`config.mk`:
```
export PLATFORM = sky130hd
export DESIGN_NAME = branch_unit
export DESIGN_NICKNAME = d
export VERILOG_FILES = /design/src/rtl/branch_pkg.sv /design/src/rtl/cond_eval.sv /design/src/rtl/branch_unit.sv
export SDC_FILE = /design/constraint.sdc
export NUM_CORES = 1
export LEC_CHECK = 0
export CAP_MARGIN = 10
export CORE_ASPECT_RATIO = 0.7
export CORE_MARGIN = 4
export CORE_UTILIZATION = 46
export DETAILED_ROUTE_END_ITERATION = 6
export PLACE_DENSITY = 0.86
export SLEW_MARGIN = 40
export SYNTH_ARGS = -nofsm -noshare
export SYNTH_HDL_FRONTEND = slang
export SYNTH_SLANG_ARGS = --single-unit
```
`constraint.sdc`:
```
create_clock -name clk -period 2.25 [get_ports clk]
set_input_delay 0.675 -clock clk [delete_from_list [all_inputs] [get_ports clk]]
set_output_delay 0.675 -clock clk [all_outputs]
set_load 0.01 [all_outputs]
```
`src/rtl/branch_pkg.sv`:
```
// branch_pkg: shared definitions for the branch resolver.
//   - condition-code constants decoded by cond_eval and branch_unit
//   - FSM state enum for branch_unit
//   - bit positions of the comparison flags inside the 5-bit flag word
//     {lt, gt, eq, zb, za}
package branch_pkg;

    localparam logic [3:0] COND_ALWAYS = 4'd0;
    localparam logic [3:0] COND_EQ     = 4'd1;
    localparam logic [3:0] COND_NE     = 4'd2;
    localparam logic [3:0] COND_GT     = 4'd3;
    localparam logic [3:0] COND_LT     = 4'd4;
    localparam logic [3:0] COND_GE     = 4'd5;
    localparam logic [3:0] COND_LE     = 4'd6;
    localparam logic [3:0] COND_ZA     = 4'd7;
    localparam logic [3:0] COND_NZA    = 4'd8;
    localparam logic [3:0] COND_ZB     = 4'd9;
    localparam logic [3:0] COND_NZB    = 4'd10;
    localparam logic [3:0] COND_DJNZ   = 4'd11;

    localparam int FLAG_ZA = 0;
    localparam int FLAG_ZB = 1;
    localparam int FLAG_EQ = 2;
    localparam int FLAG_GT = 3;
    localparam int FLAG_LT = 4;

    typedef enum logic [1:0] {
        ST_IDLE,
        ST_EVAL,
        ST_REDIRECT,
        ST_FLUSH
    } state_t;

endpackage

```
`src/rtl/cond_eval.sv`:
```
// cond_eval: purely combinational decode of a condition code against the
// latched comparison flags.
// Ports:
//   cond   in  4  condition code
//   flags  in  5  latched flags {lt, gt, eq, zb, za}
//   taken  out 1  condition satisfied
// DJNZ depends on the loop counter and is resolved in branch_unit, so it
// decodes here as never taken, like codes 12-15.
module cond_eval
    import branch_pkg::*;
(
    input  logic [3:0] cond,
    input  logic [4:0] flags,
    output logic       taken
);

    always_comb begin
        taken = 1'b0;
        case (cond)
            COND_ALWAYS: taken = 1'b1;
            COND_EQ:     taken = flags[FLAG_EQ];
            COND_NE:     taken = ~flags[FLAG_EQ];
            COND_GT:     taken = flags[FLAG_GT];
            COND_LT:     taken = flags[FLAG_LT];
            COND_GE:     taken = flags[FLAG_GT] | flags[FLAG_EQ];
            COND_LE:     taken = flags[FLAG_LT] | flags[FLAG_EQ];
            COND_ZA:     taken = flags[FLAG_ZA];
            COND_NZA:    taken = ~flags[FLAG_ZA];
            COND_ZB:     taken = flags[FLAG_ZB];
            COND_NZB:    taken = ~flags[FLAG_ZB];
            default:     taken = 1'b0;
        endcase
    end

endmodule

```
`src/rtl/branch_unit.sv`:
```
// branch_unit: conditional branch resolver. Latches compare flags, accepts a
// branch request over valid/ready, evaluates it one cycle later against the
// latched flags and, when taken, emits a one-cycle redirect plus a flush pulse
// lasting FLUSH_CYCLES cycles.
// Parameters:
//   PC_W          width of PC, offset and target
//   FLUSH_CYCLES  total flush length per taken branch (1..15)
// Ports:
//   clk, rst_n                       clock, async active-low reset
//   flag_we, flags_in, flags_q       flag register write / data / value
//   br_valid, br_ready               request handshake
//   br_cond, br_pc, br_offset        request payload
//   redirect_valid, redirect_pc      one-cycle redirect to fetch
//   flush                            squash younger instructions
//   lc_we, lc_din, lc_q              loop counter (LOOP_CTR_EN only)
// Build option: define LOOP_CTR_EN to add the loop counter and DJNZ support;
// without it code 11 is never taken.
module branch_unit
    import branch_pkg::*;
#(
    parameter int PC_W         = 16,
    parameter int FLUSH_CYCLES = 2
)
(
    input  logic            clk,
    input  logic            rst_n,
    input  logic            flag_we,
    input  logic [4:0]      flags_in,
    output logic [4:0]      flags_q,
    input  logic            br_valid,
    output logic            br_ready,
    input  logic [3:0]      br_cond,
    input  logic [PC_W-1:0] br_pc,
    input  logic [PC_W-1:0] br_offset,
    output logic            redirect_valid,
    output logic [PC_W-1:0] redirect_pc,
    output logic            flush
`ifdef LOOP_CTR_EN
    ,
    input  logic            lc_we,
    input  logic [PC_W-1:0] lc_din,
    output logic [PC_W-1:0] lc_q
`endif
);

    state_t          state;
    logic [3:0]      cond_r;
    logic [PC_W-1:0] pc_r;
    logic [PC_W-1:0] off_r;
    logic [3:0]      flush_cnt;
    logic            cond_taken;
    logic            djnz_taken;
    logic            taken;
    logic [PC_W-1:0] target;

    always_ff @(posedge clk or negedge rst_n) begin
        if (!rst_n)
            flags_q <= '0;
        else if (flag_we)
            flags_q <= flags_in;
    end

    cond_eval u_cond_eval (
        .cond  (cond_r),
        .flags (flags_q),
        .taken (cond_taken)
    );

    // Target wraps modulo 2^PC_W; the offset is two's complement, so a plain
    // unsigned add gives the right answer for backward branches too.
    assign target = pc_r + PC_W'(1) + off_r;

`ifdef LOOP_CTR_EN
    logic lc_dec;

    // Decrement only on a DJNZ evaluation with a non-zero counter; taken when
    // the decremented value is still non-zero, i.e. the old value was not 1.
    assign lc_dec     = (state == ST_EVAL) && (cond_r == COND_DJNZ) && (lc_q != '0);
    assign djnz_taken = lc_dec && (lc_q != PC_W'(1));

    // A write from software wins over a decrement on the same edge.
    always_ff @(posedge clk or negedge rst_n) begin
        if (!rst_n)
            lc_q <= '0;
        else if (lc_we)
            lc_q <= lc_din;
        else if (lc_dec)
            lc_q <= lc_q - PC_W'(1);
    end
`else
    assign djnz_taken = 1'b0;
`endif

    assign taken = (cond_r == COND_DJNZ) ? djnz_taken : cond_taken;

    // flush_cnt counts the FLUSH-state cycles still to go after the current
    // one, so REDIRECT plus the FLUSH cycles add up to FLUSH_CYCLES.
    always_ff @(posedge clk or negedge rst_n) begin
        if (!rst_n) begin
            state          <= ST_IDLE;
            br_ready       <= 1'b1;
            redirect_valid <= 1'b0;
            redirect_pc    <= '0;
            flush          <= 1'b0;
            cond_r         <= '0;
            pc_r           <= '0;
            off_r          <= '0;
            flush_cnt      <= '0;
        end else begin
            case (state)
                ST_IDLE: begin
                    if (br_valid) begin
                        cond_r   <= br_cond;
                        pc_r     <= br_pc;
                        off_r    <= br_offset;
                        br_ready <= 1'b0;
                        state    <= ST_EVAL;
                    end
                end
                ST_EVAL: begin
                    if (taken) begin
                        redirect_pc    <= target;
                        redirect_valid <= 1'b1;
                        flush          <= 1'b1;
                        state          <= ST_REDIRECT;
                    end else begin
                        br_ready <= 1'b1;
                        state    <= ST_IDLE;
                    end
                end
                ST_REDIRECT: begin
                    redirect_valid <= 1'b0;
                    if (FLUSH_CYCLES > 1) begin
                        flush_cnt <= 4'(FLUSH_CYCLES - 2);
                        state     <= ST_FLUSH;
                    end else begin
                        flush    <= 1'b0;
                        br_ready <= 1'b1;
                        state    <= ST_IDLE;
                    end
                end
                ST_FLUSH: begin
                    if (flush_cnt == 4'd0) begin
                        flush    <= 1'b0;
                        br_ready <= 1'b1;
                        state    <= ST_IDLE;
                    end else begin
                        flush_cnt <= flush_cnt - 4'd1;
                    end
                end
                default: state <= ST_IDLE;
            endcase
        end
    end

endmodule

```
* Yosys cells after proc, flatten, opt, wreduce, memory -nomap -nowiden
Index checks and enable logic that the tools add are counted.
W data, S select, Z words.
** Word-level totals
- Bits in registers :: 66
- Input port bits :: 45
- Output and inout port bits :: 24
- Word-level logic and storage cells :: 67
** Cells by class
- Add/sub/neg operators :: 3
- Equality and inequality tests :: 19
- Multiplexer cells :: 16
- Bitwise gates (word level) :: 6
- Reductions and logical operators :: 13
** Operator list (number)
- $add A16 B1 Y16 const B :: 1
- $add A16 B16 Y16 :: 1
- $eq A4 B3 Y1 const B :: 4
- $eq A4 B4 Y1 const B :: 4
- $pmux W1 S11 :: 1
- $ne A2 B2 Y1 const B :: 5
- $reduce_and A2 Y1 :: 5
- $eq A4 B2 Y1 const B :: 2
- $logic_not A4 Y1 :: 2
- $pmux W2 S4 :: 1
- $pmux W4 S2 :: 1
- $mux W1 :: 6
- $mux W2 :: 3
- $reduce_bool A2 Y1 :: 3
- $eq A2 B2 Y1 const B :: 2
- $eq A4 B1 Y1 const B :: 1
- $mux W4 :: 1
- $not A1 Y1 :: 4
- $pmux W1 S2 :: 2
- $reduce_and A4 Y1 :: 1
- $sub A4 B1 Y4 const B :: 1
- $pmux W1 S3 :: 1
- $reduce_and A3 Y1 :: 1
- $eq A2 B1 Y1 const B :: 1
- other kinds (2) :: 3

* Depth between registers and ports, before layout
Gate-level depths: netlist (run 1).
- Depth after elaboration :: 5
- Depth in mapped cells :: 10
- Depth with buffers taken out :: 10

* By module
Synthesis (run 1) repeated with hierarchy kept, for this count alone.
** Second synthesis, totals
- Cells, all modules :: 298
- Area total of the unflattened synthesis :: 3358.2 um^2
** Modules (own cells, without submodules)
- branch_unit :: instances 1, cells an instance 284, area each 3253.1 um^2, seq. area each 1652.8 um^2
- cond_eval :: instances 1, cells an instance 14, area each 105.1 um^2, seq. area each 0.0 um^2

* Worst setup path before layout (run 1)
OpenSTA, ideal clock, no wires.
- Path kind :: register to register
- Start point :: register pc_r[0]
- End point :: register redirect_pc[12]
- Setup time :: 0.141 ns
- Data arrival time :: 2.053 ns
- Required time :: 2.109 ns
- Setup slack :: 0.056 ns
- Stages on the path, launching flop included :: 11
- Buffers on the path :: 0
- Period minus slack after synthesis :: 2.194 ns
- Cell sequence :: dfrtp_1 inv_1 ha_1 inv_1 fa_1 a21oi_1 o21ai_0 a21oi_1 nand2_1 a2111oi_0 o41ai_1
** On the way
- Cells in the longest elaborated chain, start to end :: 2
** Ends and longest elaborated chain
- from (decl) :: line branch_unit.sv:48 : logic [PC_W-1:0] pc_r;
- from (signal assigned) :: line branch_unit.sv:114 : pc_r <= br_pc;
- $add A16 B1 Y16 :: line branch_unit.sv:71 : assign target = pc_r + PC_W'(1) + off_r;
- $add A16 B16 Y16 :: line branch_unit.sv:71
- to (signal assigned) :: line branch_unit.sv:122 : redirect_pc <= target;
- to (decl) :: line branch_unit.sv:36 : output logic [PC_W-1:0] redirect_pc,
Every way passes these cells.
A chain may end at the register's enable or synchronous reset.

* Final worst setup path (run 1)
- Start point :: register pc_r[4]
- End point :: register redirect_pc[15]
Same word-level chain as after synthesis.

==> results.md, run 1 <==
* Synth Area in Simple Gates at 11.11%
* Worst path max stage delay at 0.38 ns
* Final Hold Vio Count at 0
* CTS root buf: clkbuf_8
* DIE WIDTH at 108.9 um
* Post-synthesis area per instance at 10.85 um2
* First-pass GRT wire length at 12,300 um
* Seq/Total Area, Yosys at 50.42%
* Synth-to-Final Area Change at 35.69%
* Setup ws final at 0.1150 ns
* Syn Nets at 365
* EDFF count, synth at 0
* DP HPWL at 5318 um
* Fin nets at 447
* Outcome: finished, final reports clean
* Initial antenna violation count at 0
* Max-slew violations at 0
* Maximum fanout along the worst path at 5
* Area of the die at 0.008563 mm2
* Crit Path Class: register to register
* Largest net degree at the start of global routing at 67
* Wire length per cell at 15.06 um
* GRT Total Usage at 18.46%
* Max-cap viol count at 0
* CORE AREA at 0.006850 mm2
* Via density at 5.298
* Remaining antenna violation count at 0
* Clock-pin transition on the worst setup and hold timing paths at 0.07 ns
* Synth Area in XOR/XNOR at 2.137%
* Yosys cell types at 43
* CTS H-Tree Depth at 3
* Final setup TNS at 0 ns
* Synth Area in Compound Gates at 13.24%
* TritonCTS clock tree: yes
* Synthesized area at 0.003278 mm2
* Setup Viol. Count Final at 0
* Ys flop type: dfrtp_1
* Max Clk Rate at 468.4 MHz
* DRT iter0 DRCs at 129
* Total global routing overflow at 0
* Critical path cell sequence: ha_1 > a21oi_1 > buf_4 > a31o_2 > a211oi_1 > or3_1 > a31oi_1
* Mux cell area share after synthesis at 13.36%
* Ports at 69
* Crit end category: register
* Tightest Pin Transition at 0.4304 ns
* CTS buffer count at 9
* Startpoint types: register
* Fin crit share at 94.89%
* Synth Register Bits at 66
* Async SR Flop Fraction at 100.0%
* Min-delay worst type: input pin to async pin
* CTS Sinks at 66
* Slowest library cell on the worst path: dfrtp_1
* TritonRoute pass-1 iters at 4
* Largest family of logic cells by synthesized area: multiplexers
* Place WS at -0.2862 ns
* Ant. Diodes at 0
* Vias in the first global route at 2,570
* CP arrival at 2.40 ns
* RePlAce Congestion at 0.8020
* Synth Area in Adders at 7.099%
* Leakage power at 0.001886 uW
* Clk Latency, worst-skew pair at 0.34 ns
* FP Rows at 25
* Post-CTS Hold Buffers at 0
* Unrepaired setup endpoints after global routing: no
* Slew headroom at 71.23%
* CTS Buffer Depth at 2
* Final WL at 7275 um
* Share of layout cells above drive strength 1 at 21.08%
* Worst EP required at 2.51 ns
* Peak VDD IR at 0.8677 mV
* Overall Power at 6850 uW
* Die Height at 78.63 um
* Synth warn at 0
* Buffers and inverters on the worst path at 1
* Clock Skew at 0.009265 ns
* Pwr Density at 1540 mW/mm2
* Post-layout min period at 2.135 ns
* PortBufs at 68
* Initial Util at 47.85%
* Drt drc at 0
* Mapped Cells at 302
* Filler Cell Count at 511
* DR vias at 2,559
* Crit path max-delay family: compound AO/OA/AOI/OAI gates
cell usage after synthesis, types with 2 or more instances:
library cell  instances  area [um2]
dfrtp_1              65        1627
nand2_1              41       153.9
mux2_2               38       427.9
o21ai_0              27       135.1
ha_1                 17       212.7
inv_1                14       52.55
a21oi_1              12       60.06
nor2_1                9       33.78
xnor2_1               7       61.31
clkbuf_1              6       22.52
nand3_1               6       30.03
nor3_1                5       25.02
a2111oi_0             4       35.03
o21a_1                4       30.03
a211oi_1              3       22.52
and3_1                3       18.77
buf_1                 3       11.26
nand2b_1              3       18.77
nor3b_1               3       22.52
o31ai_1               3       22.52
a21o_1                2       15.01
a31oi_1               2       12.51
nand4_1               2       12.51
nor2b_1               2       12.51
o2111ai_1             2       17.52
o21bai_1              2       15.01
placed cells by master (no fill, tap or decap), types with 2 or more instances in the layout:
| cell | n |
|---|---|
| o21bai_1 | 2 |
| dfrtp_1 | 65 |
| o21a_1 | 4 |
| inv_1 | 12 |
| nor3_1 | 5 |
| nor2_1 | 8 |
| o31ai_1 | 2 |
| a211oi_2 | 2 |
| clkinv_2 | 2 |
| a21oi_1 | 9 |
| ha_1 | 16 |
| and3_1 | 3 |
| nor3b_1 | 3 |
| a21o_1 | 2 |
| buf_4 | 8 |
| nand4_1 | 2 |
| a31oi_1 | 2 |
| a21oi_4 | 2 |
| buf_12 | 3 |
| xnor2_1 | 7 |
| a2111oi_1 | 2 |
| clkbuf_8 | 12 |
| nand3_1 | 6 |
| mux2_2 | 38 |
| clkdlybuf4s50_1 | 67 |
| nand2_1 | 41 |
| nand2b_1 | 3 |
| o21ai_0 | 25 |
| a2111oi_2 | 2 |
| clkbuf_1 | 2 |
| inv_2 | 2 |
| nor2b_1 | 2 |
through the flow:
stage / instance area [um2] / hold slack (ns) / cells / utilization, %
finish: 4448 / 0.3497 / 483 / 64.93
global route: 4448 / 0.3689 / 483 / 64.93
CTS: 4375 / 0.3595 / 482 / 63.87
detailed placement: 4156 / 0.4650 / 464 / 60.68
global placement: 4156 / 0.4615 / 464 / 60.68
floorplan: 3278 / 0.3794 / 302 / -
kinds of logic (layout without fill, tap and decap cells):
group / count (synthesis) / in the layout
and+or+nand+nor: 79 / 79
AOI/OAI and AO/OA: 69 / 69
DFF: 66 / 66
muxes: 39 / 39
buffers and inverters: 23 / 110
adders and majority gates: 18 / 18
xor gates and xnor gates: 8 / 8
timing repair:
| item | in CTS | in global routing |
|---|---|---|
| pin swaps | 4 | 6 |
| setup endpoints to repair | 4 | 8 |
| setup buffers | 2 | 1 |
| resized for setup | 8 | 16 |
layout make-up:
| class | count | area [um2] | area share, % |
|---|---|---|---|
| inverters | 14 | 52.55 | 1.181 |
| well taps | 94 | 117.6 | 2.644 |
| clock inverters | 2 | 10.01 | 0.2250 |
| flip-flops and latches | 66 | 1653 | 37.16 |
| clock buffers | 14 | 172.7 | 3.882 |
| repair buffers | 80 | 807.0 | 18.14 |
| multi-input cells | 213 | 1635 | 36.77 |
layer usage:
metal  up-vias  global-route usage [%]  part of all wire (%)
met3        10                   6.245                   6.3
li1       1246                       -                     -
met5         -                       0                     0
met4         0                   5.675                   1.2
met2        72                   28.55                    48
met1      1231                   24.47                    45
flip-flops by register name, indices dropped and copies added, names as in the netlist, named ones only:
name	count
br_ready	1
cond_r	4
flags_q	5
flush	1
flush_cnt	4
off_r	16
pc_r	16
redirect_pc	16
redirect_valid	1
state	1
path summary, 6_finish.rpt:
path | startpoint | end | cells after the start | slack [ns]
min in group clk | redirect_pc[13] | redirect_pc[13] | 2 | 0.48
max | pc_r[4] | redirect_pc[15] | 7 | 0.11
min reg2reg | redirect_pc[13] | redirect_pc[13] | 2 | 0.48
max in group asynchronous | rst_n | br_ready | 2 | 1.60
min | rst_n | redirect_pc[4] | 2 | 0.35
max reg2reg | pc_r[4] | redirect_pc[15] | 7 | 0.11
where the power goes:
| part | switching (uW) | internal [uW] | total (uW) |
|---|---|---|---|
| Sequential | 368 | 1720 | 2090 |
| Combinational | 1920 | 1920 | 3850 |
| Clock | 425 | 488 | 913 |
Note: power is estimated with default switching activity, not from simulation.
==> inputs of run 2 (changes only) <==
- PLACE_DENSITY: 0.86 -> 0.85
==> run 2 against run 1 <==
- via count increased by 2.9%
- critical endpoint is now redirect_pc[14]
- clock skew increased by 0.0040 ns
- routed wire length increased by 4.8%
- global-route usage increased by 0.20 points
==> results.md, run 2 (synthesized netlist as in run 1, its figures left out) <==
* Commonest non-fill, non-tap cell in the layout: clkdlybuf4s50_1
* Clk Latency, worst-skew pair at 0.35 ns
* Startpoint types: register
* Tightest Pin Transition at 0.5555 ns
* Slew headroom at 62.97%
* Switch share at 40.09%
* Multi-input logic area at 0.001644 mm2
* Final Hold Vio Count at 0
* Post-route cell area at 0.004466 mm2
* Met1 Track Usage GR at 24.06%
* CORE AREA at 0.006850 mm2
* Remaining antenna violation count at 0
* Commonest cells after routing, fill and taps aside: clkdlybuf4s50_1 (67), dfrtp_1 (65), nand2_1 (41)
* Power share of the combinational group at 55.9%
* Area of the die at 0.008563 mm2
* Setup Viol. Count Final at 0
* Max-slew violations at 0
* Fin nets at 448
* FP Rows at 25
* Die Height at 78.63 um
* Ports at 69
* Filler Cell Count at 512
* Psw at 2812 uW
* Synth-to-Final Area Change at 36.22%
* Via density at 5.438
* Final setup TNS at 0 ns
* Cell Area, Placed at 0.004167 mm2
* Min-delay worst type: input pin to async pin
* Internal power at 4202 uW
* Overall Power at 7014 uW
* Reg power frac at 29.9%
* TritonCTS clock tree: yes
* Outcome: finished, final reports clean
* DR vias at 2,632
* Unrepaired setup endpoints after global routing: yes
* Gr busiest metal: met2
* CTS buffer count at 9
* Crit Path Class: register to register
* DP HPWL at 5456 um
* Fin crit share at 96.12%
* Crit end category: register
* Clock Skew at 0.01323 ns
* Vias in the first global route at 2,651
* Initial Util at 47.85%
* Worst EP required at 2.50 ns
* CTS root buf: clkbuf_8
* Register area at 0.001653 mm2
* Drt drc at 0
* Wire length per cell at 15.75 um
* Biggest regs: off_r (16), pc_r (16), redirect_pc (16)
* Leakage power at 0.001887 uW
* Final WL at 7622 um
* Clock share of power at 14.2%
* Initial antenna violation count at 0
* Clock-pin transition on the worst setup and hold timing paths at 0.08 ns
* GR Layer Usage met3 at 5.998%
* Total global routing overflow at 0
* Peak VDD IR at 0.8646 mV
* CP arrival at 2.41 ns
* DRT iter0 DRCs at 200
* DIE WIDTH at 108.9 um
* Share of layout cells above drive strength 1 at 21.28%
* Max Clk Rate at 462.4 MHz
* Largest net degree at the start of global routing at 40
* First-pass GRT wire length at 12,510 um
* CTS H-Tree Depth at 3
* CTS Buffer Depth at 2
* Met2 usage at 29.78%
* CTS Sinks at 66
* GRT Total Usage at 18.66%
* Maximum fanout along the worst path at 3
* Ant. Diodes at 0
* Pwr Density at 1571 mW/mm2
* Post-layout min period at 2.163 ns
* Max-cap viol count at 0
* Post-CTS Hold Buffers at 0
* TritonRoute pass-1 iters at 4
* RePlAce Congestion at 0.8465
* PortBufs at 68
[run 2: final cells by class]
| cell class | count | share of cell area [%] |
|---|---|---|
| clock buffers | 12 | 3.250 |
| clock inverters | 4 | 1.149 |
| inverters | 14 | 1.177 |
| multi-input cells | 213 | 36.82 |
| flip-flops and latches | 66 | 37.01 |
| well taps | 94 | 2.634 |
| repair buffers | 81 | 17.96 |
[run 2: metrics by stage]
stage	hold WS [ns]	instances	setup slack (ns)	util, %
2_1_floorplan	0.3794	302	0.05570	-
3_3_place_gp	0.4612	467	-0.06146	60.82
3_5_place_dp	0.4763	467	-0.2260	60.82
4_1_cts	0.3271	484	0.04542	64.11
5_1_grt	0.3408	484	-0.03354	65.19
6_report	0.3088	484	0.08730	65.19
[run 2: what timing repair did]
action | CTS | global route
setup buffers | 1 | 0
gates resized for setup | 8 | 15
gates cloned | 0 | 0
setup endpoints to repair | 4 | 8
pin swaps | 2 | 8
[run 2: routing by layer]
layer | vias up | share of wire, %
met1 | 1282 | 44
li1 | 1250 | -
met5 | - | 0
met3 | 6 | 7.1
met4 | 0 | 0.77
met2 | 94 | 48
[run 2: final timing paths]
kind,end,start,slack [ns],depth (start not counted)
max,redirect_pc[14],pc_r[0],0.09,10
min,flush_cnt[2],rst_n,0.31,1
max reg2reg,redirect_pc[14],pc_r[0],0.09,10
min reg2reg,redirect_pc[2],redirect_pc[2],0.49,2
max in group asynchronous,br_ready,rst_n,1.32,2
min in group clk,redirect_pc[2],redirect_pc[2],0.49,2
[run 2: power by group through the flow]
stage	clock, uW	combinational [uW]	sequential, uW
after global placement	0	3380	2090
final	993	3920	2100
after global routing	1070	4310	2170
after floorplan	0	2270	2080
after detailed placement	0	3500	2110
after CTS	1010	3650	2100
[run 2: worst max-delay path, stage by stage, from the launching register on]
cell,delay (ns)
dfrtp_1,0.38
inv_2,0.08
ha_4,0.14
inv_2,0.04
fa_2,0.39
a21oi_4,0.19
o21ai_4,0.10
a21oi_4,0.19
a211oi_2,0.10
o31a_1,0.25
o31ai_1,0.22
==> inputs of run 3 (changes only) <==
- PLACE_DENSITY: 0.85 -> 0.77
==> run 3 against run 2 <==
- combinational power is 2% lower
- clock skew fell by 0.0040 ns
- global-route usage is 0.94 points lower
- register-to-register slack got worse by 0.02 ns
- largest cell class is now multi-input combinational cells
- largest power group unchanged
- highest routed layer unchanged
==> results.md, run 3 (synthesized netlist as in run 1, its figures left out) <==
* Outcome: finished, final reports clean
* Fin crit share at 96.91%
* Place WS at -0.2240 ns
* Min-delay worst type: input pin to async pin
* FP Rows at 25
* Die Height at 78.63 um
* Biggest regs: off_r (16), pc_r (16), redirect_pc (16)
* Post-layout min period at 2.181 ns
* Synth-to-Final Area Change at 35.76%
* TritonRoute pass-1 iters at 4
* Fin nets at 446
* Worst EP required at 2.47 ns
* Leakage power at 0.001884 uW
* CTS Buffer Depth at 2
* DRT iter0 DRCs at 105
* Post-route cell area at 0.004451 mm2
* DP HPWL at 5222 um
* Crit Path Class: register to register
* Util after Layout at 64.97%
* Clk Latency, worst-skew pair at 0.33 ns
* Share of layout cells above drive strength 1 at 20.88%
* Max Clk Rate at 458.6 MHz
* CTS root buf: clkbuf_8
* Remaining antenna violation count at 0
* Metal2 WL at 3406 um
* CTS Sinks at 66
* Ports at 69
* Ant. Diodes at 0
* Setup ws final at 0.06948 ns
* Max-cap viol count at 0
* PortBufs at 68
* GRT Total Usage at 17.72%
* Initial antenna violation count at 0
* Final Hold Vio Count at 0
* CTS buffer count at 9
* DIE WIDTH at 108.9 um
* Via density at 5.272
* Commonest cells after routing, fill and taps aside: clkdlybuf4s50_1 (67), dfrtp_1 (65), nand2_1 (40)
* First-pass GRT wire length at 11,890 um
* CP arrival at 2.40 ns
* Initial Util at 47.85%
* Max Used Layer: met4
* CTS H-Tree Depth at 3
* Peak VDD IR at 0.7304 mV
* Slew headroom at 70.14%
* Crit end category: register
* Unrepaired setup endpoints after global routing: yes
* Tightest Pin Transition at 0.4468 ns
* Area of the die at 0.008563 mm2
* Setup Viol. Count Final at 0
* Vias in the first global route at 2,507
* Drt drc at 0
* Clock Skew at 0.009204 ns
* Largest net degree at the start of global routing at 67
* Wire length per cell at 14.85 um
* Commonest non-fill, non-tap cell in the layout: clkdlybuf4s50_1
* RePlAce Congestion at 0.8097
* M1 wire length at 3308 um
* Met3 wire len at 349 um
* CORE AREA at 0.006850 mm2
* Final WL at 7159 um
* Clock-pin transition on the worst setup and hold timing paths at 0.07 ns
* Maximum fanout along the worst path at 3
* Max-slew violations at 0
* DR vias at 2,541
* Final setup TNS at 0 ns
* Cell Area, Placed at 0.004151 mm2
* Pwr Density at 1545 mW/mm2
* Total global routing overflow at 0
* Startpoint types: register
* TritonCTS clock tree: yes
run 3: worst max-delay path, cell delays in order, from the launching register on:
cell and delay [ns]:
dfrtp_1 0.36, inv_1 0.07, ha_2 0.17, inv_1 0.05, fa_2 0.39, a21oi_4 0.20, o21ai_4 0.10, a21oi_4 0.21
nand2_2 0.10, buf_4 0.15, xnor2_1 0.16, o21ai_0 0.09
run 3: report_power, final:
group / switching (uW) / internal (uW) / total, uW / leakage [uW]
Clock: 427 / 488 / 915 / 0.0000965
Sequential: 372 / 1720 / 2100 / 0.000797
Combinational: 1960 / 1900 / 3860 / 0.000990
run 3: path summary, 6_finish.rpt:
check / end / slack, ns / cells past startpoint / startpoint
max in group asynchronous: br_ready / 1.61 / 2 / rst_n
hold / removal: redirect_pc[4] / 0.34 / 2 / rst_n
setup / recovery: redirect_pc[10] / 0.07 / 11 / off_r[0]
min in group clk: redirect_pc[13] / 0.48 / 2 / redirect_pc[13]
hold reg to reg: redirect_pc[13] / 0.48 / 2 / redirect_pc[13]
setup reg to reg: redirect_pc[10] / 0.07 / 11 / off_r[0]
run 3: metrics by stage:
step	cells	hold slack [ns]	power (uW)
final	482	0.3377	6875
after global placement	465	0.4600	5434
after detailed placement	465	0.4672	5551
after CTS	482	0.3587	6587
after floorplan	302	0.3794	4348
after global routing	482	0.3747	7431
run 3: area by class of cell:
type                    count  area [um2]
multi-input cells         213        1662
inverters                  14       52.55
fillers                   532        2400
clock inverters             2       10.01
well taps                  94       117.6
repair buffers             79       783.3
clock buffers              14       172.7
flip-flops and latches     66        1653
run 3: layer usage:
metal  track usage, %  vias up
met4            4.666        0
li1                 -     1246
met5                0        -
met3            5.834       15
met1            23.75     1223
met2            27.57       57
run 3: repair_timing:
action | in CTS | in global routing
resized for setup | 7 | 17
hold buffers | 0 | 0
pin swaps | 1 | 10
setup endpoints to repair | 4 | 8
setup buffers | 1 | 0
